===== src/rtl/freq_meter_bcd_pkg.sv =====
// Shared types and constants for the freq_meter_bcd frequency meter.
package freq_meter_pkg;

   typedef enum logic [1:0] {
      IDLE  = 2'd0,
      COUNT = 2'd1,
      LATCH = 2'd2
   } state_t;

   typedef logic [3:0] bcd_digit_t;

   localparam bcd_digit_t BCD_MAX = 4'h9;

endpackage


===== src/rtl/freq_meter_bcd_if.sv =====
// Measurement bus of freq_meter_bcd: the meter takes the slave side, its user the master side.
// Handshake: VALID is a single-cycle strobe with no back-pressure; FREQ_BCD and OVF are meaningful while VALID is high and hold afterwards.
interface freq_meter_bcd_if #(
   parameter int DIGITS = 6
);
   logic                CE;
   logic                SIG_IN;
   logic [4*DIGITS-1:0] FREQ_BCD;
   logic                VALID;
   logic                OVF;

   modport master (
      output CE,
      output SIG_IN,
      input  FREQ_BCD,
      input  VALID,
      input  OVF
   );

   modport slave (
      input  CE,
      input  SIG_IN,
      output FREQ_BCD,
      output VALID,
      output OVF
   );
endinterface


===== src/rtl/freq_meter_bcd_decade.sv =====
// One BCD decade of the edge counter: counts 0-9 on inc, carries out while at 9 and incremented.
module bcd_decade
   import freq_meter_pkg::*;
(
   input  logic       clk,
   input  logic       rst,
   input  logic       inc,
   input  logic       clr,
   input  logic       load1,
   output bcd_digit_t digit,
   output logic       carry
);

   bcd_digit_t digit_q, digit_d;

   // clr wins over inc; load1 only matters together with clr
   always_comb begin
      digit_d = digit_q;
      if (clr) begin
         digit_d = load1 ? 4'h1 : 4'h0;
      end else if (inc) begin
         digit_d = (digit_q == BCD_MAX) ? 4'h0 : digit_q + 4'h1;
      end
   end

   always_ff @(posedge clk) begin
      if (rst) begin
         digit_q <= '0;
      end else begin
         digit_q <= digit_d;
      end
   end

   assign digit = digit_q;
   assign carry = inc & (digit_q == BCD_MAX);

endmodule


===== src/rtl/freq_meter_bcd.sv =====
// Gated frequency meter: counts SIG_IN rises per GATE_CYCLES window into DIGITS BCD decades.
// Define FREQ_METER_SAT_EN to saturate at full scale on overflow; otherwise the count wraps.
module freq_meter_bcd
   import freq_meter_pkg::*;
#(
   parameter int GATE_CYCLES = 50_000_000,
   parameter int DIGITS      = 6
) (
   input  logic            CP_50M,
   input  logic            RST,
   freq_meter_bcd_if.slave bus,
   output state_t          fsm_state
);

   localparam int GW = $clog2(GATE_CYCLES);
   localparam logic [GW-1:0] GATE_LAST = GW'(GATE_CYCLES - 2);

   state_t              state_q, state_d;
   logic [GW-1:0]       gate_q, gate_d;
   logic [2:0]          sync_q, sync_d;
   logic                ovf_q, ovf_d;
   logic [4*DIGITS-1:0] freq_q, freq_d;
   logic                res_ovf_q, res_ovf_d;

   logic                sig_rise;
   logic                in_count;
   logic                latch_en;
   logic                cnt_clr;
   logic                cnt_load1;
   logic                cnt_inc;
   logic                ovf_set;
   logic                inc_w   [DIGITS];
   logic                carry_w [DIGITS];
   logic [4*DIGITS-1:0] bcd_flat;

   // sync_q[0..1] is the synchronizer, sync_q[2] the delayed copy for rise detection
   assign sync_d   = {sync_q[1:0], bus.SIG_IN};
   assign sig_rise = sync_q[1] & ~sync_q[2];

   always_ff @(posedge CP_50M) begin
      if (RST) begin
         state_q   <= IDLE;
         gate_q    <= '0;
         sync_q    <= '0;
         ovf_q     <= 1'b0;
         freq_q    <= '0;
         res_ovf_q <= 1'b0;
      end else begin
         state_q   <= state_d;
         gate_q    <= gate_d;
         sync_q    <= sync_d;
         ovf_q     <= ovf_d;
         freq_q    <= freq_d;
         res_ovf_q <= res_ovf_d;
      end
   end

   always_comb begin
      state_d = state_q;
      case (state_q)
         IDLE:    if (bus.CE) state_d = COUNT;
         COUNT: begin
            if (!bus.CE) state_d = IDLE;
            else if (gate_q == GATE_LAST) state_d = LATCH;
         end
         LATCH:   state_d = bus.CE ? COUNT : IDLE;
         default: state_d = IDLE;
      endcase
   end

   always_comb begin
      in_count  = (state_q == COUNT);
      latch_en  = (state_q == LATCH);
      cnt_clr   = !in_count;
      cnt_load1 = latch_en & sig_rise;
      gate_d    = in_count ? gate_q + GW'(1) : '0;
      freq_d    = latch_en ? bcd_flat : freq_q;
      res_ovf_d = latch_en ? ovf_q : res_ovf_q;
   end

`ifdef FREQ_METER_SAT_EN
   logic all_nines;

   always_comb begin
      all_nines = 1'b1;
      for (int i = 0; i < DIGITS; i++) begin
         if (bcd_flat[4*i +: 4] != BCD_MAX) all_nines = 1'b0;
      end
   end

   // once at full scale the count freezes; the rise that would carry out flags overflow
   assign cnt_inc = in_count & sig_rise & ~all_nines;
   assign ovf_set = carry_w[DIGITS-1] | (in_count & sig_rise & all_nines);
`else
   assign cnt_inc = in_count & sig_rise;
   assign ovf_set = carry_w[DIGITS-1];
`endif

   assign ovf_d = in_count ? (ovf_q | ovf_set) : 1'b0;

   for (genvar i = 0; i < DIGITS; i++) begin : g_dec
      if (i == 0) begin : g_lsd
         assign inc_w[i] = cnt_inc;
      end else begin : g_upper
         assign inc_w[i] = carry_w[i-1];
      end

      bcd_decade u_decade (
         .clk   (CP_50M),
         .rst   (RST),
         .inc   (inc_w[i]),
         .clr   (cnt_clr),
         .load1 (cnt_load1 & (i == 0)),
         .digit (bcd_flat[4*i +: 4]),
         .carry (carry_w[i])
      );
   end

   assign bus.VALID    = latch_en;
   assign bus.FREQ_BCD = latch_en ? bcd_flat : freq_q;
   assign bus.OVF      = latch_en ? ovf_q : res_ovf_q;
   assign fsm_state    = state_q;

endmodule


===== src/flat_wrapper.sv =====
// flat-port wrapper written by rule: the top's interface ports become plain ports
module freq_meter_bcd_flat import freq_meter_pkg::*;
#(
   parameter int GATE_CYCLES = 50_000_000,
   parameter int DIGITS      = 6
)
  (CP_50M, RST, fsm_state, bus_CE, bus_SIG_IN, bus_FREQ_BCD, bus_VALID, bus_OVF);
  freq_meter_bcd_if #(.DIGITS(DIGITS)) bus_i ();
  input  logic CP_50M;
  input  logic RST;
  output state_t fsm_state;
  input wire logic [$bits(bus_i.CE)-1:0] bus_CE;
  input wire logic [$bits(bus_i.SIG_IN)-1:0] bus_SIG_IN;
  output wire logic [$bits(bus_i.FREQ_BCD)-1:0] bus_FREQ_BCD;
  output wire logic [$bits(bus_i.VALID)-1:0] bus_VALID;
  output wire logic [$bits(bus_i.OVF)-1:0] bus_OVF;
  assign bus_i.CE = bus_CE;
  assign bus_i.SIG_IN = bus_SIG_IN;
  assign bus_FREQ_BCD = bus_i.FREQ_BCD;
  assign bus_VALID = bus_i.VALID;
  assign bus_OVF = bus_i.OVF;
  freq_meter_bcd #(.GATE_CYCLES(GATE_CYCLES), .DIGITS(DIGITS)) u_core (.CP_50M(CP_50M), .RST(RST), .bus(bus_i), .fsm_state(fsm_state));
endmodule

===== config.mk =====
export PLATFORM = sky130hd
export DESIGN_NAME = freq_meter_bcd_flat
export DESIGN_NICKNAME = d
export VERILOG_FILES = /design/src/rtl/freq_meter_bcd_pkg.sv /design/src/rtl/freq_meter_bcd_if.sv /design/src/rtl/freq_meter_bcd_decade.sv /design/src/rtl/freq_meter_bcd.sv /design/src/flat_wrapper.sv
export SDC_FILE = /design/constraint.sdc
export NUM_CORES = 1
export LEC_CHECK = 0
export CAP_MARGIN = 30
export CORE_AREA = 4 4 76 130
export CTS_CLUSTER_SIZE = 30
export DETAILED_ROUTE_END_ITERATION = 10
export DIE_AREA = 0 0 80 134
export PLACE_DENSITY = 0.65
export RECOVER_POWER = 100
export SETUP_SLACK_MARGIN = 0.05
export SYNTH_ARGS = -nofsm -noshare
export SYNTH_HDL_FRONTEND = slang
export SYNTH_HIERARCHICAL = 1
export SYNTH_SLANG_ARGS = --single-unit

===== constraint.sdc =====
create_clock -name CP_50M -period 3.7 [get_ports CP_50M]
set_clock_uncertainty 0.2 [all_clocks]
set_input_delay 0.74 -clock CP_50M [delete_from_list [all_inputs] [get_ports CP_50M]]
set_output_delay 0.74 -clock CP_50M [all_outputs]
set_load 0.01 [all_outputs]

After elaboration in Yosys (flattened, before gate mapping)
Index checks and enable logic that the tools add are counted.

operators by class
  $add $sub $neg = 7
  equality and inequality tests = 12
  muxes and demuxes = 16
  bitwise gates (word level) = 12
  reductions and logical operators = 3

operators by type and width
  kind                                                             count
  4-bit two-way mux                                                8
  26-bit by 1-bit adder with 26-bit output, second input constant  1
  26-bit == test, second input constant                            1
  4-bit by 1-bit adder with 4-bit output, second input constant    6
  4-bit == test, second input constant                             6
  24-bit two-way mux                                               1
  1-bit bitwise AND                                                9
  2-bit two-way mux                                                3
  2-bit case mux with 3 select lines                               1
  2-bit != test, second input constant                             2
  1-bit two-way mux                                                3
  3-bit != test, second input constant                             1
  2-bit by 1-bit == test with 1-bit output, second input constant  1
  2-bit == test, second input constant                             1
  2-bit zero test                                                  1
  1-bit NOT                                                        2
  2-bit AND reduction                                              1
  2-bit OR reduction                                               1
  1-bit OR                                                         1

word-level totals
  register bits = 81
  bits of input ports = 4
  output and inout bits = 28
  word-level logic and storage cells = 62

Logic depth before layout (Yosys ltp)
Gate-level depths: netlist (run 1).

  depth after elaboration = 10
  depth in mapped cells = 16
  depth with buffers taken out = 16

Hierarchy
The synthesis (run 1) kept the hierarchy.

modules (own cells, without submodules)
  module          times used  cells each  area an instance (µm²)  seq. area each (µm²)
  freq_meter_bcd  1           251         2,449.8                 1,141.1
  bcd_decade      6           27          239.0                   80.1

Worst setup path before layout (run 1)
OpenSTA, ideal clock, no wires.

  kind = reg-to-reg
  start point = reg u_core.state_q[1], in the netlist u_core/fsm_state[1]
  end point = reg u_core.g_dec[5].u_decade.digit_q[2]
  setup time = 90 ps
  arrival = 3,577 ps
  data required time = 3,410 ps
  setup slack = -167 ps
  stages on the path, launching flop included = 16
  buffers on the path = 0
  clock period less this slack = 3,867 ps
  path through = dfxtp_1 > nand2b_1 > nor2_1 > inv_1 > nor2_1 > inv_1 > nor2_1 > inv_1 > nor2_1 > inv_1 > nor2_1 > inv_1 > nor2_1 > nand2_1 > or3b_1 > a211oi_2

RTL lines
  element                   RTL line                     RTL
  start: declaration        freq_meter_bcd.sv:18         state_t state_q, state_d;
  start signal: assignment  freq_meter_bcd.sv:49         state_q <= state_d;
  end signal: assignment    freq_meter_bcd_decade.sv:30  digit_q <= digit_d;
  end: declaration          freq_meter_bcd_decade.sv:14  bcd_digit_t digit_q, digit_d;

Worst setup path after layout (run 1)
  start point = reg u_core.state_q[0], in the netlist u_core/fsm_state[0]
  end point = out bus_FREQ_BCD[17]

on the way
  cells in the longest elaborated chain, start to end = 2

RTL lines
  element             RTL line               RTL
  2-bit == test       freq_meter_bcd.sv:73   latch_en = (state_q == LATCH);
  24-bit two-way mux  freq_meter_bcd.sv:120  assign bus.FREQ_BCD = latch_en ? bcd_flat : freq_q;
  end: declaration    flat_wrapper.sv:14     output wire logic [$bits(bus_i.FREQ_BCD)-1:0] bus_FREQ_BCD;

Every way passes these cells.

==> flow_summary.json, run 1 <==
{
  "cp-end-kind": "output port",
  "ctsRootBufferMaster": "sky130_fd_sc_hd__clkbuf_16",
  "cts.clk_slew.worst_paths_ns": 0.06,
  "holdWs_ns": 0.238,
  "layout.cells.non_filler": 572,
  "synth_cells": 413,
  "report.final.slew_viol_count": 88,
  "clock_path_buffers": 2,
  "power.density_cell_area_nw_per_um2": 388,
  "timing.critical_path.arrival_ns": 2.42,
  "final-seq-area_um2": 1620,
  "multiInputGateArea_um2": 2100,
  "die_y_um": 134,
  "setup_violations": 0,
  "vdd_ir_drop_max_mv": 0.289,
  "max_freq_mhz": 298,
  "synth_top_area_share_pct": 41.8,
  "cts_made_buffers": 9,
  "synth-seq-area-share_pct": 41.8,
  "placed_cells": 557,
  "slew-limit-headroom_pct": -57.5,
  "fp.dieW_um": 80,
  "number_of_global_route_vias_before_repair": 2944,
  "detail-route-antenna-nets": 0,
  "setup_ws_ns": 0.339,
  "type_of_the_tightest_min_delay_check": "register to register",
  "floorplan.initialDensity_pct": 44.2,
  "layout-drive-gt1-share_pct": 9.23,
  "largest_net_degree_at_the_start_of_global_routing": 55,
  "clock_latency_ns": 0.33,
  "p_leak_uw": 0.00163,
  "setup.worst_path.class": "register to output port",
  "tritoncts": "built",
  "setup_repair_after_global_routing_missed_its_margin": "false",
  "boundaryPins": 32,
  "cap_viol_max_count": 2,
  "cts_hold_buf": 0,
  "clock_sinks": 81,
  "yosys_warnings": 6,
  "drt_iter0_drc": 149,
  "slowest_cell_on_crit_path": "sky130_fd_sc_hd__dlygate4sd3_1",
  "wl_per_instance_um": 14.4,
  "path_buf_inv": 2,
  "diodes": 0,
  "critical_path.startpoint_type": "register",
  "average_cell_area_after_synthesis_um2": 9.40,
  "globalRouteTotalUtil_pct": 16.6,
  "viasPerCell": 5.34,
  "die_area_um2": 10700,
  "synth-async-reset-ratio_pct": 0,
  "critical_path.max_fanout": 27,
  "fin_tns_setup_ns": 0,
  "syn-cell-area_um2": 3880,
  "numPortBuffers": 31,
  "cpLargestDelayFamily": "buffers and inverters",
  "synthTopCellsByArea": "sky130_fd_sc_hd__dfxtp_1 42%, sky130_fd_sc_hd__mux2_2 7.2%, sky130_fd_sc_hd__ha_1 4.5%",
  "period_needed_ns": 3.36,
  "yosysUniqueCellTypes": 45,
  "critical_path_required_time_ns": 2.76,
  "grt_overflow": 0,
  "tightest_slew_ns": 2.36,
  "fillCellCount": 852,
  "placementRows": 45,
  "detailroute.via_count": 3052,
  "violations_in_the_final_reports": "max-capacitance violations, max-slew violations",
  "area.growth.synth_to_final_pct": 17.8,
  "placer_congestion_estimate": 0.881,
  "post-route-drc-count": 0,
  "design.final.nets": 469,
  "pre_cts_ws_ns": 0.321,
  "cp_slowest_stage_delay_ns": 0.61,
  "detailedRoute.firstPassIterationCount": 4,
  "layout_worst_path_cycle_share_pct": 90.8,
  "synthFlopType": "sky130_fd_sc_hd__dfxtp_1",
  "synth_top_area_cell": "sky130_fd_sc_hd__dfxtp_1",
  "placeableCoreArea_um2": 8780,
  "wirelength_mm": 8.25,
  "crit_path_cell_trace": "nand2b_1 -> clkbuf_2 -> mux2_2 -> dlygate4sd3_1",
  "grt_antenna_before_repair": 0,
  "grt_first_pass_wirelength_mm": 14.0,
  "htreeDepth": 3,
  "result_of_the_run": "finished with violations",
  "hpwl_mm": 5.75,
  "number_of_enable_type_register_cells_in_the_synthesized_netlist": 0,
  "synth_seq_cells": 81,
  "finalHoldViolCount": 0
}
-- what timing repair did --
item | 4_1_cts | 5_1_grt
buffers inserted | 0 | 0
setup endpoints to repair | 0 | 3
gates resized for setup | 0 | 2
-- cell usage in the layout (no fill, tap or decap), types with 8 or more instances in the layout --
cell	synthesis	routed
sky130_fd_sc_hd__nor2_1	26	24
sky130_fd_sc_hd__dlygate4sd3_1	0	13
sky130_fd_sc_hd__ha_1	14	14
sky130_fd_sc_hd__dfxtp_1	81	81
sky130_fd_sc_hd__nor2b_1	28	28
sky130_fd_sc_hd__nand3_1	10	10
sky130_fd_sc_hd__clkdlybuf4s50_1	0	17
sky130_fd_sc_hd__mux2_2	25	11
sky130_fd_sc_hd__nand3b_1	12	12
sky130_fd_sc_hd__mux2_1	0	14
sky130_fd_sc_hd__xor2_1	8	8
sky130_fd_sc_hd__inv_1	21	21
sky130_fd_sc_hd__a211oi_1	12	16
sky130_fd_sc_hd__nand4_1	8	8
sky130_fd_sc_hd__clkbuf_16	0	9
sky130_fd_sc_hd__o21ai_0	17	17
sky130_fd_sc_hd__nand2_1	34	34
sky130_fd_sc_hd__a21oi_1	18	18
-- path summary, 6_finish.rpt --
path / start / endpoint / slack, ns / depth (start not counted)
setup / recovery: u_core/fsm_state[0]$_SDFFE_PP0P_ / bus_FREQ_BCD[17] / 0.34 / 4
hold reg to reg: u_core/sync_q[0]$_SDFF_PP0_ / u_core/sync_q[1]$_SDFF_PP0_ / 0.24 / 1
hold / removal: u_core/sync_q[0]$_SDFF_PP0_ / u_core/sync_q[1]$_SDFF_PP0_ / 0.24 / 1
setup reg to reg: u_core/fsm_state[1]$_SDFFE_PP0P_ / u_core/gate_q[7]$_SDFF_PP0_ / 0.48 / 5
-- cell usage after synthesis, types with 2 or more instances --
cell type	instances
sky130_fd_sc_hd__a211oi_1	12
sky130_fd_sc_hd__inv_1	21
sky130_fd_sc_hd__nand4b_1	2
sky130_fd_sc_hd__nand4_1	8
sky130_fd_sc_hd__a211oi_2	6
sky130_fd_sc_hd__xor2_1	8
sky130_fd_sc_hd__a221oi_1	6
sky130_fd_sc_hd__o31ai_1	6
sky130_fd_sc_hd__ha_1	14
sky130_fd_sc_hd__buf_2	5
sky130_fd_sc_hd__a21boi_0	6
sky130_fd_sc_hd__and4b_1	6
sky130_fd_sc_hd__o21ai_0	17
sky130_fd_sc_hd__a21oi_1	18
sky130_fd_sc_hd__nand2_1	34
sky130_fd_sc_hd__nor4_1	2
sky130_fd_sc_hd__nand3b_1	12
sky130_fd_sc_hd__and2_1	2
sky130_fd_sc_hd__and3_1	3
sky130_fd_sc_hd__xnor2_1	4
sky130_fd_sc_hd__nand3_1	10
sky130_fd_sc_hd__nor2_1	26
sky130_fd_sc_hd__nand2b_1	4
sky130_fd_sc_hd__nor2b_1	28
sky130_fd_sc_hd__buf_6	2
sky130_fd_sc_hd__and4_1	4
sky130_fd_sc_hd__mux2_2	25
sky130_fd_sc_hd__dfxtp_1	81
sky130_fd_sc_hd__nor3_1	2
sky130_fd_sc_hd__clkbuf_1	7
sky130_fd_sc_hd__or3b_1	6
sky130_fd_sc_hd__or4_1	6
sky130_fd_sc_hd__or3_1	3
sky130_fd_sc_hd__nand3b_2	6
-- report_power, final --
group	total [µW]	switching, µW	internal, µW
Combinational	45.6	29.8	15.8
Sequential	889	9.26	879
Clock	841	326	515
-- registers in the layout, summed over array words and instances (netlist names) --
register                     flops
u_core/res_ovf_q                 1
u_core/freq_q                   24
u_core/sync_q                    3
u_core/fsm_state                 2
u_core/g_dec.u_decade/digit     24
u_core/gate_q                   26
u_core/ovf_q                     1
-- metal layers --
layer  vias to the layer above  global-route usage [%]  wire length, µm
met5                         -                       0                0
met4                         0                    9.12              252
met3                        20                    3.36              276
met2                        50                    29.5             4450
met1                      1438                    17.9             3270
li1                       1544                       -                -
-- through the flow --
step / total power [µW] / utilization, % / cell area, µm²
2_1_floorplan: 933 / - / 3900
3_3_place_gp: 955 / 49.2 / 4320
3_5_place_dp: 956 / 49.2 / 4320
4_1_cts: 1800 / 52.4 / 4600
5_1_grt: 1840 / 52.1 / 4570
6_report: 1780 / 52.1 / 4570
-- cell families after synthesis --
logic type	count (synthesis)	share of synthesized area (%)
AOI/OAI and AO/OA	73	12.9
other	1	0.0966
and+or+nand+nor	171	26.7
xor gates and xnor gates	12	2.71
muxes	25	7.25
DFF	81	41.8
adders and majority gates	14	4.51
buffers and inverters	36	4.12
-- cell type report --
class                           instances  share of cell area, %
Clock buffer                           11                   5.09
Clock inverter                          4                  0.985
Inverter                               21                   1.72
Multi-Input combinational cell        300                   46.0
Sequential cell                        81                   35.5
Tap cell                              117                   3.20
Timing Repair Buffer                   38                   7.52
Power figures use the tool's default switching activity.
==> run 2: changes to the inputs <==
--- a/config.mk
+++ b/config.mk
@@ -6,14 +6,13 @@
 export NUM_CORES = 1
 export LEC_CHECK = 0
 export CAP_MARGIN = 30
-export CORE_AREA = 4 4 76 130
+export CORE_AREA = 4 4 74 128
 export CTS_CLUSTER_SIZE = 30
 export DETAILED_ROUTE_END_ITERATION = 10
-export DIE_AREA = 0 0 80 134
-export PLACE_DENSITY = 0.65
+export DIE_AREA = 0 0 78 132
+export DONT_BUFFER_PORTS = 1
 export RECOVER_POWER = 100
 export SETUP_SLACK_MARGIN = 0.05
 export SYNTH_ARGS = -nofsm -noshare
 export SYNTH_HDL_FRONTEND = slang
-export SYNTH_HIERARCHICAL = 1
 export SYNTH_SLANG_ARGS = --single-unit
==> run 2 against run 1 <==
Wire length fell by 8.0%. Global-route usage fell by 1.0 points. Synthesized area decreased by 4.5%. Sequential share of layout area is 4.6 points higher. Final cell count down 7.9%. First-iteration DRC count fell by 21%. Clock power is 2% lower. The flow now finishes without violations. Combinational power decreased by 52%. Synthesized cell count down 0.97%. Largest power group unchanged.
==> flow_summary.json, run 2 <==
{
  "result_of_the_run": "complete, no violations",
  "synth-async-reset-ratio_pct": 0,
  "critical_path_required_time_ns": 2.76,
  "clock_path_buffers": 2,
  "floorplan.initialDensity_pct": 43.6,
  "diodes": 0,
  "layout.cells.most_common_list": "81 x sky130_fd_sc_hd__dfxtp_1, 26 x sky130_fd_sc_hd__nor2_1, 24 x sky130_fd_sc_hd__nand2_1, 24 x sky130_fd_sc_hd__o21ai_0, 23 x sky130_fd_sc_hd__a21oi_1",
  "clock_sinks": 81,
  "die_y_um": 132,
  "slew-limit-headroom_pct": 44.2,
  "worstSetupEndpoint": "bus_FREQ_BCD[14]",
  "cap_viol_max_count": 0,
  "htreeDepth": 3,
  "drt_iter0_drc": 117,
  "p_leak_uw": 0.00143,
  "viasPerCell": 5.47,
  "ctsRootBufferMaster": "sky130_fd_sc_hd__clkbuf_16",
  "placementRows": 45,
  "detailedRoute.firstPassIterationCount": 4,
  "setup_repair_after_global_routing_missed_its_margin": "false",
  "placed_cells": 511,
  "cts_hold_buf": 0,
  "cts.clk_slew.worst_paths_ns": 0.06,
  "detailroute.via_count": 2881,
  "syn-cell-area_um2": 3710,
  "wirelength_mm": 7.59,
  "layout-drive-gt1-share_pct": 5.61,
  "report.final.slew_viol_count": 0,
  "finalHoldViolCount": 0,
  "largest_reg_flops": 26,
  "synth_top_area_share_pct": 43.7,
  "layout.cells.most_common": "sky130_fd_sc_hd__dfxtp_1",
  "power.internal_uw": 1370,
  "grt_first_pass_wirelength_mm": 13.0,
  "critical_path.max_fanout": 26,
  "hpwl_mm": 5.45,
  "synthTopCellsByArea": "sky130_fd_sc_hd__dfxtp_1 44%, sky130_fd_sc_hd__mux2_2 5.8%, sky130_fd_sc_hd__and2_1 4.7%",
  "tightest_slew_ns": 0.835,
  "wl_per_instance_um": 14.4,
  "clock_power_share_pct": 47.7,
  "netSwitchingFraction_pct": 20.3,
  "fin_tns_setup_ns": 0,
  "globalRouteTotalUtil_pct": 15.6,
  "critical_path.startpoint_type": "register",
  "average_cell_area_after_synthesis_um2": 9.07,
  "placeableCoreArea_um2": 8500,
  "die_area_um2": 10300,
  "grt_antenna_before_repair": 0,
  "postSynthNetCount": 417,
  "tritoncts": "built",
  "largest_net_degree_at_the_start_of_global_routing": 27,
  "top_register": "u_core.gate_q",
  "fillCellCount": 819,
  "numPortBuffers": 0,
  "timing.reg2reg.worst_path_depth": 5,
  "postCtsSetupRepairBufs": 0,
  "timing.reg2reg.setup_slack_ns": 1.18,
  "layout.cells.non_filler": 527,
  "postLayoutCellArea_um2": 4050,
  "detail-route-antenna-nets": 0,
  "synth_most_common_cell": "sky130_fd_sc_hd__dfxtp_1",
  "timing.critical_path.arrival_ns": 2.08,
  "fp.dieW_um": 78,
  "setup.worst_path.start": "u_core.fsm_state[0]$_SDFFE_PP0P_",
  "placer_congestion_estimate": 0.779,
  "power.density_cell_area_nw_per_um2": 425,
  "layout_worst_path_cycle_share_pct": 81.6,
  "synth_seq_cells": 81,
  "seq_power_share_pct": 51.0,
  "setup_violations": 0,
  "clock_latency_ns": 0.33,
  "postPlaceCellArea_um2": 3790,
  "p_switching_uw": 350,
  "post-route-drc-count": 0,
  "number_of_enable_type_register_cells_in_the_synthesized_netlist": 0,
  "synth_cells": 409,
  "number_of_global_route_vias_before_repair": 2811,
  "period_needed_ns": 3.02,
  "rr_startpoint": "u_core.g_dec[0].u_decade.digit[0]$_SDFFE_PP0P_",
  "synth.cells.most_frequent": "81 x sky130_fd_sc_hd__dfxtp_1, 28 x sky130_fd_sc_hd__and2_1, 26 x sky130_fd_sc_hd__nor2_1, 24 x sky130_fd_sc_hd__nand2_1, 24 x sky130_fd_sc_hd__o21ai_0",
  "grt_overflow": 0,
  "max_freq_mhz": 331,
  "cp-end-kind": "output port",
  "cts_resized": 0,
  "design.final.nets": 413,
  "yosys_warnings": 0,
  "timing.hold.worst.start": "u_core.sync_q[0]$_SDFF_PP0_",
  "synthFlopType": "sky130_fd_sc_hd__dfxtp_1",
  "r2r-end": "u_core.g_dec[4].u_decade.digit[3]$_SDFFE_PP0N_",
  "setup.worst_path.class": "register to output port",
  "boundaryPins": 32,
  "area.growth.synth_to_final_pct": 9.11,
  "cts_made_buffers": 9,
  "yosysUniqueCellTypes": 51,
  "synth_top_area_cell": "sky130_fd_sc_hd__dfxtp_1",
  "power_frac_comb_pct": 1.3,
  "synth-seq-area-share_pct": 43.7,
  "vdd_ir_drop_max_mv": 0.223,
  "type_of_the_tightest_min_delay_check": "register to register"
}
run 2: cell types whose count changed in the layout (fill, tap and decap cells not counted), moves of 7 or more:
cell                              delta
sky130_fd_sc_hd__and2_1             +20
sky130_fd_sc_hd__clkdlybuf4s50_1    -17
sky130_fd_sc_hd__nor2b_1            -17
sky130_fd_sc_hd__a211oi_1           -15
sky130_fd_sc_hd__dlygate4sd3_1      -13
sky130_fd_sc_hd__mux2_2             -11
sky130_fd_sc_hd__nand3b_1           -11
sky130_fd_sc_hd__ha_1               -10
sky130_fd_sc_hd__nand2_1            -10
sky130_fd_sc_hd__nand3_1             +9
sky130_fd_sc_hd__inv_1               -8
sky130_fd_sc_hd__o21ai_0             +7
run 2: worst min-delay path by stage:
| stage | end | depth (start not counted) |
|---|---|---|
| 2_1_floorplan | u_core.sync_q[1]$_SDFF_PP0_ | 1 |
| 3_3_place_gp | u_core.sync_q[1]$_SDFF_PP0_ | 1 |
| 3_5_place_dp | u_core.sync_q[1]$_SDFF_PP0_ | 1 |
| 4_1_cts | u_core.sync_q[1]$_SDFF_PP0_ | 1 |
| 5_1_grt | u_core.g_dec[0].u_decade.digit[0]$_SDFFE_PP0P_ | 1 |
| 6_report | u_core.sync_q[1]$_SDFF_PP0_ | 1 |
run 2: cells by family after synthesis:
kind of cell / Yosys count / share of synthesized area, %
AND/OR/NAND/NOR: 181 / 29.0
flip-flops: 81 / 43.7
AO/OA/AOI/OAI: 74 / 12.0
buffers and inverters: 33 / 4.01
multiplexers: 21 / 6.31
XOR/XNOR: 15 / 3.54
adder cells (fa/ha/maj): 4 / 1.35
run 2: through the flow:
step                total power [µW]  hold WS [ns]  utilization [%]  setup WS [ns]
floorplan                        913         0.214                -           1.38
global placement                 920         0.222             44.6           1.05
detailed placement               920         0.228             44.6           1.02
CTS                             1750         0.241             47.9          0.643
global route                    1780         0.256             47.6          0.540
finish                          1720         0.234             47.6          0.679
run 2: layout make-up:
cell class / instances / area [µm²] / share of cell area, %
well taps: 117 / 146 / 3.62
repair buffers: 5 / 30.0 / 0.742
inverters: 13 / 48.8 / 1.21
multi-input cells: 295 / 1920 / 47.5
flip-flops and latches: 81 / 1620 / 40.1
clock inverters: 2 / 12.5 / 0.309
clock buffers: 14 / 264 / 6.52
run 2: power by group through the flow:
stage / combinational [µW] / sequential (µW) / clock, µW
after floorplan: 17.0 / 896 / 0
after global placement: 22.6 / 897 / 0
after detailed placement: 22.9 / 897 / 0
after CTS: 23.0 / 878 / 849
after global routing: 24.9 / 878 / 880
final: 21.8 / 878 / 821
run 2: critical path, stage by stage, from the launching register on:
cell,delay (ns)
sky130_fd_sc_hd__dfxtp_1,0.54
sky130_fd_sc_hd__nand2b_1,0.42
sky130_fd_sc_hd__buf_4,0.37
sky130_fd_sc_hd__mux2_1,0.42
run 2: per-layer routing:
| metal | vias to the layer above | global-route usage [%] | routed length, µm |
|---|---|---|---|
| met4 | 0 | 7.88 | 197 |
| met1 | 1365 | 16.9 | 3130 |
| li1 | 1456 | - | - |
| met2 | 40 | 27.1 | 3880 |
| met3 | 20 | 4.45 | 380 |
| met5 | - | 0 | 0 |
==> run 3: changes to the inputs <==
==> constraint.sdc (replaced) <==
create_clock -name CP_50M -period 2.5 [get_ports CP_50M]
set_clock_uncertainty 0.2 [all_clocks]
set_input_delay 0.5 -clock CP_50M [delete_from_list [all_inputs] [get_ports CP_50M]]
set_output_delay 0.5 -clock CP_50M [all_outputs]
set_load 0.01 [all_outputs]
==> run 3 against run 2 <==
First-iteration DRC count is 32% higher. Via count is 1.0% higher. Sequential share of layout area is 0.28 points lower. Critical path depth stayed put. Power is 44% higher. Utilization is 0.34 points higher. Global-route usage is 0.21 points lower. Die area stayed put. Register-to-register slack worse by 0.88 ns. Critical endpoint is now bus_FREQ_BCD[23]. Largest cell class unchanged.
==> flow_summary.json, run 3 (same netlist as run 2, synthesis figures left out) <==
{
  "result_of_the_run": "complete, no violations",
  "cp-end-kind": "output port",
  "postLayoutCellArea_um2": 4080,
  "drt_iter0_drc": 155,
  "wl_per_instance_um": 14.5,
  "clock_sinks": 81,
  "postPlaceCellArea_um2": 3840,
  "postCtsSetupRepairBufs": 0,
  "layout.cells.most_common": "sky130_fd_sc_hd__dfxtp_1",
  "finalPower_uw": 2490,
  "placeableCoreArea_um2": 8500,
  "cts_resized": 0,
  "grt_antenna_before_repair": 0,
  "design.final.nets": 419,
  "vdd_ir_drop_max_mv": 0.373,
  "grt_overflow": 0,
  "setup_repair_after_global_routing_missed_its_margin": "false",
  "critical_path_required_time_ns": 1.80,
  "critical_path.max_fanout": 23,
  "die_area_um2": 10300,
  "r2r-end": "u_core.g_dec[5].u_decade.digit[2]$_SDFFE_PP0P_",
  "wirelength_mm": 7.70,
  "slew-limit-headroom_pct": 62.7,
  "cpLargestDelayFamily": "flip-flops",
  "setup_violations": 0,
  "number_of_global_route_vias_before_repair": 2770,
  "timing.critical_path.arrival_ns": 1.66,
  "hpwl_mm": 5.55,
  "crit_path_cell_trace": "nand2b_1 -> buf_4 -> mux2_1",
  "report.final.slew_viol_count": 0,
  "holdWs_ns": 0.0345,
  "power.density_cell_area_nw_per_um2": 610,
  "cts_made_buffers": 9,
  "tritoncts": "built",
  "fp.dieW_um": 78,
  "max_freq_mhz": 424,
  "viasPerCell": 5.49,
  "clock_path_buffers": 2,
  "largest_reg_flops": 26,
  "htreeDepth": 3,
  "layout-drive-gt1-share_pct": 6.54,
  "detailedRoute.firstPassIterationCount": 4,
  "p_switching_uw": 499,
  "top_register": "u_core.gate_q",
  "globalRouteTotalUtil_pct": 15.4,
  "power.internal_uw": 1990,
  "fin_tns_setup_ns": 0,
  "fillCellCount": 813,
  "layout.cells.most_common_list": "81 x sky130_fd_sc_hd__dfxtp_1, 26 x sky130_fd_sc_hd__nor2_1, 24 x sky130_fd_sc_hd__nand2_1, 24 x sky130_fd_sc_hd__o21ai_0",
  "cts.clk_slew.worst_paths_ns": 0.06,
  "finalHoldViolCount": 0,
  "setup.worst_path.class": "register to output port",
  "p_leak_uw": 0.00146,
  "cap_viol_max_count": 0,
  "period_needed_ns": 2.36,
  "timing.reg2reg.setup_slack_ns": 0.30,
  "post-route-drc-count": 0,
  "placementRows": 45,
  "path_buf_inv": 1,
  "netSwitchingFraction_pct": 20.1,
  "ctsRootBufferMaster": "sky130_fd_sc_hd__clkbuf_16",
  "type_of_the_tightest_min_delay_check": "input port to register",
  "critical_path.startpoint_type": "register",
  "slowest_cell_on_crit_path": "sky130_fd_sc_hd__dfxtp_1",
  "tightest_slew_ns": 0.553,
  "diodes": 0,
  "cp_slowest_stage_delay_ns": 0.44,
  "clock_latency_ns": 0.33,
  "clock_power_share_pct": 46.3,
  "die_y_um": 132,
  "detailroute.via_count": 2910,
  "cts_hold_buf": 0,
  "min_to": "u_core.g_dec[0].u_decade.digit[0]$_SDFFE_PP0P_",
  "floorplan.initialDensity_pct": 43.6,
  "timing.hold.worst.start": "RST",
  "layout_worst_path_cycle_share_pct": 94.4,
  "timing.reg2reg.worst_path_depth": 5,
  "grt_first_pass_wirelength_mm": 12.8,
  "power_frac_comb_pct": 1.4,
  "seq_power_share_pct": 52.3,
  "largest_net_degree_at_the_start_of_global_routing": 27,
  "detail-route-antenna-nets": 0,
  "boundaryPins": 32,
  "rr_startpoint": "u_core.g_dec[0].u_decade.digit[0]$_SDFFE_PP0P_",
  "numPortBuffers": 0,
  "timing.hold.worst_path_depth": 1,
  "placer_congestion_estimate": 0.792,
  "area.growth.synth_to_final_pct": 9.89
}
[run 3: changes by cell type in the layout (fill, tap and decap cells not counted), sizes merged]
cell,change
buf,+4
clkinvlp,-1
[run 3: worst max path at each step]
| stage | startpoint | endpoint | slack, ns | depth (start not counted) |
|---|---|---|---|---|
| floorplan | u_core.fsm_state[0]$_SDFFE_PP0P_ | bus_FREQ_BCD[11] | 0.42 | 4 |
| global placement | u_core.g_dec[0].u_decade.digit[0]$_SDFFE_PP0P_ | u_core.g_dec[5].u_decade.digit[1]$_SDFFE_PP0P_ | 0.38 | 5 |
| detailed placement | u_core.g_dec[0].u_decade.digit[0]$_SDFFE_PP0P_ | u_core.g_dec[5].u_decade.digit[2]$_SDFFE_PP0P_ | 0.30 | 5 |
| CTS | u_core.fsm_state[0]$_SDFFE_PP0P_ | bus_FREQ_BCD[23] | 0.13 | 3 |
| global route | u_core.fsm_state[0]$_SDFFE_PP0P_ | bus_FREQ_BCD[23] | 0.03 | 3 |
| finish | u_core.fsm_state[0]$_SDFFE_PP0P_ | bus_FREQ_BCD[23] | 0.14 | 3 |
[run 3: layout make-up]
class                           count  area, µm²  share of cell area [%]
Sequential cell                    81       1620                    39.8
Multi-Input combinational cell    295       1940                    47.6
Timing Repair Buffer               11       68.8                    1.69
Inverter                           13       48.8                    1.20
Tap cell                          117        146                    3.59
Clock buffer                       12        246                    6.05
Clock inverter                      1       5.00                   0.123
[run 3: routing by layer]
metal	track usage [%]	wire length, µm	vias to the layer above
li1	-	-	1457
met1	15.5	3020	1390
met2	28.0	4120	56
met3	5.47	434	7
met4	6.52	119	0
met5	0	0	-
[run 3: metrics by stage]
stage / std cells / utilization (%) / setup WS (ns)
after floorplan: 409 / - / 0.419
after global placement: 517 / 45.1 / 0.384
after detailed placement: 517 / 45.1 / 0.304
after CTS: 530 / 48.1 / 0.131
after global routing: 530 / 47.9 / 0.0280
final: 530 / 47.9 / 0.141
[run 3: power by group through the flow]
stage / Clock (µW) / Combinational [µW] / Sequential, µW
floorplan: 0 / 25.2 / 1330
global placement: 0 / 36.9 / 1330
detailed placement: 0 / 37.4 / 1330
CTS: 1190 / 37.4 / 1300
global route: 1220 / 38.6 / 1300
finish: 1150 / 34.6 / 1300
